**config.mk**
```make
export PLATFORM = sky130hd
export DESIGN_NAME = tcdm_bank_ctrl
export DESIGN_NICKNAME = d
export VERILOG_FILES = /design/src/rtl/mem_pkg.sv /design/src/rtl/tcdm_rsp_pipe.sv /design/src/rtl/tcdm_bank_ctrl.sv
export SDC_FILE = /design/constraint.sdc
export NUM_CORES = 1
export LEC_CHECK = 0
export CORE_MARGIN = 8
export CORE_UTILIZATION = 18
export CTS_BUF_LIST = sky130_fd_sc_hd__clkbuf_2
export DETAILED_ROUTE_END_ITERATION = 10
export HOLD_SLACK_MARGIN = 0.02
export MAX_ROUTING_LAYER = met4
export PLACE_DENSITY = 0.8
export SETUP_SLACK_MARGIN = 0.02
export SYNTH_ARGS = -nofsm -noshare
export SYNTH_HDL_FRONTEND = slang
export SYNTH_SLANG_ARGS = --single-unit
```
**constraint.sdc**
```tcl
create_clock -name clk_i -period 1 [get_ports clk_i]
set_clock_uncertainty 0.15 [all_clocks]
set_input_delay 0.15 -clock clk_i [delete_from_list [all_inputs] [get_ports clk_i]]
set_output_delay 0.15 -clock clk_i [all_outputs]
set_load 0.01 [all_outputs]
```
**src/rtl/mem_pkg.sv**
```systemverilog
// Shared types and helpers for the TCDM bank-side controller.
package mem_pkg;

  // Tag that travels alongside an SRAM access until its response is due
  typedef struct packed {
    logic valid;
    logic is_read;
    logic suppress;
  } tcdm_rsp_tag_t;

  typedef enum logic [1:0] {
    IDLE,
    RMW_WAIT,
    RMW_WRITE
  } bank_ctrl_state_e;

  // Byte merge for read-modify-write: enabled bytes take the new data,
  // the rest keep what the SRAM currently holds
  function automatic logic [7:0] merge_byte(input logic       be,
                                            input logic [7:0] wbyte,
                                            input logic [7:0] rbyte);
    return be ? wbyte : rbyte;
  endfunction

endpackage

```
**src/rtl/tcdm_rsp_pipe.sv**
```systemverilog
// Fixed-depth shift pipeline that delays response tags by the SRAM read latency.
module tcdm_rsp_pipe #(
  parameter int unsigned DEPTH = 1,
  parameter type         T     = logic
) (
  input  logic clk_i,
  input  logic rst_i,
  input  T     in_i,
  output T     out_o
);

  T stage_q [DEPTH];
  T stage_d [DEPTH];

  // Shift every cycle: new tag enters stage 0, the tail leaves at DEPTH-1
  always_comb begin
    stage_d[0] = in_i;
    for (int i = 1; i < int'(DEPTH); i++) begin
      stage_d[i] = stage_q[i-1];
    end
  end

  // Stage registers, cleared synchronously so no stale response survives a reset
  always_ff @(posedge clk_i) begin
    if (rst_i) begin
      for (int i = 0; i < int'(DEPTH); i++) begin
        stage_q[i] <= '0;
      end
    end else begin
      for (int i = 0; i < int'(DEPTH); i++) begin
        stage_q[i] <= stage_d[i];
      end
    end
  end

  assign out_o = stage_q[DEPTH-1];

endmodule

```
**src/rtl/tcdm_bank_ctrl.sv**
```systemverilog
// Bank-side TCDM stage: turns crossbar requests into single-port SRAM accesses,
// returns in-order responses after the SRAM latency, and optionally emulates
// byte enables with read-modify-write.
module tcdm_bank_ctrl
  import mem_pkg::*;
#(
  parameter int unsigned DATA_WIDTH   = 32,
  parameter int unsigned ADDR_WIDTH   = 32,
  parameter int unsigned BE_WIDTH     = DATA_WIDTH / 8,
  parameter int unsigned NUM_BANKS    = 2,
  parameter int unsigned NUM_WORDS    = 1024,
  parameter int unsigned SRAM_LATENCY = 1,
  parameter int unsigned RMW_EN       = 0
) (
  input  logic                         clk_i,
  input  logic                         rst_i,
  input  logic                         req_i,
  output logic                         gnt_o,
  input  logic [ADDR_WIDTH-1:0]        addr_i,
  input  logic                         we_i,
  input  logic [BE_WIDTH-1:0]          be_i,
  input  logic [DATA_WIDTH-1:0]        wdata_i,
  output logic                         r_valid_o,
  output logic [DATA_WIDTH-1:0]        r_rdata_o,
  output logic                         sram_req_o,
  output logic                         sram_we_o,
  output logic [$clog2(NUM_WORDS)-1:0] sram_addr_o,
  output logic [BE_WIDTH-1:0]          sram_be_o,
  output logic [DATA_WIDTH-1:0]        sram_wdata_o,
  input  logic [DATA_WIDTH-1:0]        sram_rdata_i
);

  localparam int unsigned IDX_W    = $clog2(NUM_WORDS);
  localparam int unsigned BYTE_OFF = $clog2(BE_WIDTH) + $clog2(NUM_BANKS);
  localparam int unsigned CNT_W    = $clog2(SRAM_LATENCY + 1);
  // RMW_WAIT lasts SRAM_LATENCY-1 cycles; the counter is loaded with one less
  // because the exit is taken on the cycle it reads zero
  localparam logic [CNT_W-1:0] WAIT_LOAD =
    (SRAM_LATENCY > 1) ? CNT_W'(SRAM_LATENCY - 2) : '0;

  bank_ctrl_state_e      state_q, state_d;
  logic [CNT_W-1:0]      cnt_q, cnt_d;
  logic [IDX_W-1:0]      rmw_addr_q, rmw_addr_d;
  logic [BE_WIDTH-1:0]   rmw_be_q, rmw_be_d;
  logic [DATA_WIDTH-1:0] rmw_wdata_q, rmw_wdata_d;

  logic [IDX_W-1:0]      word_idx;
  logic                  rmw_start;
  logic [DATA_WIDTH-1:0] merged;
  logic                  rmw_rsp;
  tcdm_rsp_tag_t         tag_in, tag_out;
  logic                  unused_addr;

  // Bank-select and byte-offset bits sit below the word index; anything above wraps
  assign word_idx    = addr_i[BYTE_OFF +: IDX_W];
  assign unused_addr = ^addr_i;
  assign rmw_start   = (RMW_EN != 0) && we_i && (be_i != {BE_WIDTH{1'b1}});

  // Merge the latched write data over the word that the RMW read returned
  always_comb begin
    merged = '0;
    for (int b = 0; b < int'(BE_WIDTH); b++) begin
      merged[8*b +: 8] = merge_byte(rmw_be_q[b], rmw_wdata_q[8*b +: 8],
                                    sram_rdata_i[8*b +: 8]);
    end
  end

  // Next-state and SRAM drive; everything stays quiet while reset is asserted
  always_comb begin
    state_d      = state_q;
    cnt_d        = cnt_q;
    rmw_addr_d   = rmw_addr_q;
    rmw_be_d     = rmw_be_q;
    rmw_wdata_d  = rmw_wdata_q;
    gnt_o        = 1'b0;
    sram_req_o   = 1'b0;
    sram_we_o    = 1'b0;
    sram_addr_o  = '0;
    sram_be_o    = '0;
    sram_wdata_o = '0;
    tag_in       = '0;
    rmw_rsp      = 1'b0;
    if (!rst_i) begin
      case (state_q)
        IDLE: begin
          gnt_o = req_i;
          if (req_i) begin
            sram_req_o     = 1'b1;
            sram_addr_o    = word_idx;
            tag_in.valid   = 1'b1;
            tag_in.is_read = !we_i;
            if (rmw_start) begin
              sram_be_o       = '1;
              tag_in.suppress = 1'b1;
              rmw_addr_d      = word_idx;
              rmw_be_d        = be_i;
              rmw_wdata_d     = wdata_i;
              cnt_d           = WAIT_LOAD;
              state_d         = (SRAM_LATENCY == 1) ? RMW_WRITE : RMW_WAIT;
            end else begin
              sram_we_o    = we_i;
              sram_be_o    = (RMW_EN != 0) ? {BE_WIDTH{1'b1}} : be_i;
              sram_wdata_o = wdata_i;
            end
          end
        end
        RMW_WAIT: begin
          if (cnt_q == '0) begin
            state_d = RMW_WRITE;
          end else begin
            cnt_d = cnt_q - 1'b1;
          end
        end
        RMW_WRITE: begin
          sram_req_o   = 1'b1;
          sram_we_o    = 1'b1;
          sram_addr_o  = rmw_addr_q;
          sram_be_o    = '1;
          sram_wdata_o = merged;
          rmw_rsp      = 1'b1;
          state_d      = IDLE;
        end
        default: state_d = IDLE;
      endcase
    end
  end

  tcdm_rsp_pipe #(
    .DEPTH (SRAM_LATENCY),
    .T     (tcdm_rsp_tag_t)
  ) u_rsp_pipe (
    .clk_i (clk_i),
    .rst_i (rst_i),
    .in_i  (tag_in),
    .out_o (tag_out)
  );

  // Response mux: pipeline tail for plain accesses, FSM for the RMW write
  always_comb begin
    r_valid_o = 1'b0;
    r_rdata_o = '0;
    if (!rst_i) begin
      r_valid_o = rmw_rsp || (tag_out.valid && !tag_out.suppress);
      if (tag_out.valid && !tag_out.suppress && tag_out.is_read) begin
        r_rdata_o = sram_rdata_i;
      end
    end
  end

  // State and RMW context registers
  always_ff @(posedge clk_i) begin
    if (rst_i) begin
      state_q     <= IDLE;
      cnt_q       <= '0;
      rmw_addr_q  <= '0;
      rmw_be_q    <= '0;
      rmw_wdata_q <= '0;
    end else begin
      state_q     <= state_d;
      cnt_q       <= cnt_d;
      rmw_addr_q  <= rmw_addr_d;
      rmw_be_q    <= rmw_be_d;
      rmw_wdata_q <= rmw_wdata_d;
    end
  end

endmodule

```
Word level (Yosys, flattened, before mapping)
Memory sizes are Yosys's and may differ from the RTL's.
Cells that the tools add are included.

cells by class
  $add $sub $neg = 1
  equal/unequal tests = 3
  muxes and demuxes = 33
  bitwise operators = 1
  reduce and logical (&&, ||, !) cells = 8

operators with widths
  kind                                                              number
  32-bit two-way mux                                                4
  32-bit one-hot mux with 2 select lines                            1
  10-bit two-way mux                                                3
  1-bit two-way mux                                                 14
  3-bit two-way mux                                                 4
  4-bit two-way mux                                                 2
  4-bit one-hot mux with 2 select lines                             1
  1-bit one-hot mux with 2 select lines                             2
  2-bit one-hot mux with 2 select lines                             1
  3-bit OR reduction                                                1
  2-bit by 1-bit == test with 1-bit output (second input constant)  1
  2-bit == test (second input constant)                             1
  1-bit logical AND                                                 2
  1-bit zero test                                                   2
  2-bit zero test                                                   1
  2-bit two-way mux                                                 1
  2-bit inequality test (second input constant)                     1
  2-bit AND reduction                                               1
  1-bit logical OR                                                  1
  1-bit NOT                                                         1
  1-bit subtractor (second input constant)                          1

storage, ports and cells
  register bits after elaboration = 3
  memory bits (writable) = 3
  input port bits = 104
  output and inout bits = 82
  logic and storage cells = 49
  memories = 1

memories
  name                words  width  rd ports  clocked after Yosys merged registers in  wr ports  RTL line             source
  u_rsp_pipe.stage_q  1      3      1         0                                        1         tcdm_rsp_pipe.sv:12  T stage_q [DEPTH];

Longest topological paths before layout
An unclocked memory read counts as a cell.

  depth in word-level cells = 6
  gate-level depth with buffers = 4
  mapped depth without buffers = 1

Hierarchy
From an unflattened synthesis, not the netlist that was laid out.

unflattened totals
  cells, all modules = 99
  area total of the unflattened synthesis = 685.7 um^2

modules (own cells, without submodules)
  module          times used  cells an instance  area an instance (um^2)  seq. area each (um^2)
  tcdm_bank_ctrl  1           93                 606.8                    0.0
  tcdm_rsp_pipe   1           6                  78.8                     60.1

Worst setup path after synthesis
Ideal clock, no wire load.

  path kind = reg2out
  from = mem u_rsp_pipe.stage_q[0][1] (netlist bit)
  to = out r_rdata_o[21]
  data arrival time = 0.805 ns
  required time = 0.700 ns
  setup slack = -0.105 ns
  cell stages (with the launch flop) = 3
  path buffers = 1
  cells stage by stage = dfxtp_1 clkbuf_1 and4b_1

between the ends
  word-level cells in the longest chain between the ends = 4

ends and longest elaborated chain
  item                   RTL line               source
  start: declaration     tcdm_rsp_pipe.sv:12
  memory read 1 x 3 bit  --
  1-bit logical AND      tcdm_bank_ctrl.sv:144  if (tag_out.valid && !tag_out.suppress && tag_out.is_read) begin
  32-bit two-way mux     tcdm_bank_ctrl.sv:144
  32-bit two-way mux     tcdm_bank_ctrl.sv:142  if (!rst_i) begin
  end: declaration       tcdm_bank_ctrl.sv:24   output logic [DATA_WIDTH-1:0] r_rdata_o,

Every way passes these cells.

Final worst setup path
  from = mem u_rsp_pipe.stage_q[0][2] (netlist bit)
  to = out r_rdata_o[7]

between the ends
  word-level cells in the longest chain between the ends = 5

ends and longest elaborated chain
  item                            RTL line
  memory read 1 x 3 bit           --
  1-bit logical AND (2 in a row)  tcdm_bank_ctrl.sv:144
  32-bit two-way mux              tcdm_bank_ctrl.sv:144
  32-bit two-way mux              tcdm_bank_ctrl.sv:142

Every way passes these cells.

==> metrics <==
status finished, violations left; failing checks negative setup slack; Hold Path Class primary input to flip-flop; Overflow after GRT 0; GRT met3 Usage 0.0403; crit path DAT between 1 and 1.5 ns; I/O Pins roughly 190; Final Wtd Congestion about 0.69; H-tree levels 1; CTS root buffer clkbuf_2; DRT iter0 DRCs 52; Compound-Gate Fraction of Synth Area 0; port bufs roughly 160; syn nets 210; DR vias/cell 4.60; Initial Utilization 0.184; antenna violations before repair 1; final setup TNS -19.80 ns; M1 GR Usage 0.166; dominant cells by area after synthesis and3b_1, and4b_1, buf_6, dfxtp_1, buf_4; mux contribution to synthesized area 0; CTS buffer count 3; top cell type's share of synthesized area 0.440; DIE AREA approximately 0.0078 mm^2; dpl hpwl between 4 and 5 mm; WL per Instance 19.5 um; met2 usage 0.318; XOR/XNOR share of the synthesized area 0; max-slew violations 0; sequential fraction of the synthesis area 0.0428; final worst path period need about 1.4 ns; Syn Inst Count approximately 110; post-synthesis simple-gate area fraction 0.811; leading cell type in the layout, fill and taps excluded buf_2; setup violators final just over 80; launch point of the worst path u_rsp_pipe.stage_q[0][2]$_SDFF_PP0_; min-delay src we_i; Tcrit/Tclk final 1.37; GR peak layer met2; Post-Synth Adder-Cell Area 0; Leakage 0.00183 uW; CP Class flip-flop to primary output; CTS tree built; final worst setup slack -0.366 ns; synth warn 0; Cell Area, Synth just over 900 um^2; CP Data Required Time 0.70 ns; WL final slightly below 7 mm; slew margin rel. 0.926; Max Fclk about 0.73 GHz; DRT antenna net count 0; FP Rows 26; core area between 0.005 and 0.006 mm^2; total track usage 0.167; hold_buf cts 0; Final #Nets around 390; max reg flops 2; #FFs+latches synth 2; PnR Total Power 1180 uW; DRC Markers 0; largest family of logic cells by synthesized area simple AND/OR/NAND/NOR gates; most frequent cells in the layout buf_2, and3b_1, clkdlybuf4s50_1; Die X around 88 um; clock slew at reported path FFs around 0.050 ns; Worst setup SP type flip-flop; final hold violations 0; clock sinks 2; crit end category primary output; PwrDens about 410 mW/mm^2; die height 88.1 um; count of cell types in the netlist 9; Synth area leader and3b_1; pre-CTS WS -0.927 ns; P&R area growth vs syn 205%; largest net degree at the start of global routing 33; register with the most flip-flops u_rsp_pipe.stage_q; DR pass1 iterations 4; Post-DP Area about 0.0026 mm^2; Slew @ Worst Pin ~0.11 ns; share of layout cells above drive strength 1 0.432; Final Cell Area ~0.0028 mm^2; VDD IR max slightly above 0.0002 V; Max-Cap Viols 0; vias between 1500 and 2000; first-pass GRT wire length 9.75 mm; worst-case clock buffer depth 2; Largest regs u_rsp_pipe.stage_q (2); Crit Path Max Fanout 16; Syn Area/Cell roughly 8.8 um^2; vias in the first global route roughly 1800; RSZ-0062 raised after global routing yes
[report_power, final]
part	internal [uW]	switching, uW
clock network	105	65.2
registers	83.4	5.16
logic	620	299
total	808	369
[final cells by class]
| class | instances | area [um^2] |
|---|---|---|
| tap | 70 | 87.6 |
| clock buffer | 4 | 20.0 |
| antenna | 1 | 2.50 |
| timing repair buffer | 191 | 1920 |
| multi-input combinational | 83 | 773 |
| fill | 496 | 2230 |
| sequential | 2 | 45.0 |
[logic make-up (layout without fill, tap and decap cells)]
group | count (synthesis) | after routing
DFF | 2 | 2
other | 0 | 1
and+or+nand+nor | 83 | 83
buffers and inverters | 21 | 195
[critical path, cell delays in order (launching register included)]
cell and delay, ns:
dfxtp_4 0.37, buf_8 0.14, and4b_1 0.19, buf_2 0.13
[cells in the mapped netlist]
master,instances
and3b_1,47
and4b_1,32
buf_2,7
buf_4,5
clkbuf_1,5
buf_6,4
nor2b_1,3
dfxtp_1,2
nor3b_1,1
[per-layer routing]
layer	wire length (um)	up-vias	share of wire
met5	0	-	0
met4	56	0	0.0082
met3	632	4	0.092
met2	3580	102	0.52
met1	2570	738	0.38
li1	-	772	-
[worst paths after layout]
path                                               to  cells past startpoint
hold / removal    u_rsp_pipe.stage_q[0][1]$_SDFF_PN0_                      2
setup / recovery                         r_rdata_o[7]                      3
[stage by stage]
step / util / cells / hold slack [ns]
global route: 0.561 / 351 / 0.119
global placement: 0.513 / 322 / 0.431
CTS: 0.549 / 350 / 0.117
finish: 0.561 / 351 / 0.109
floorplan: - / 106 / 0.0687
detailed placement: 0.513 / 322 / 0.433
[what timing repair did]
action,CTS,global route
gates cloned,11,4
gates resized for setup,380,26
pin swaps,8,6
setup endpoints to repair,84,82
setup buffers,13,0
Note: power is estimated with default switching activity, not from simulation.
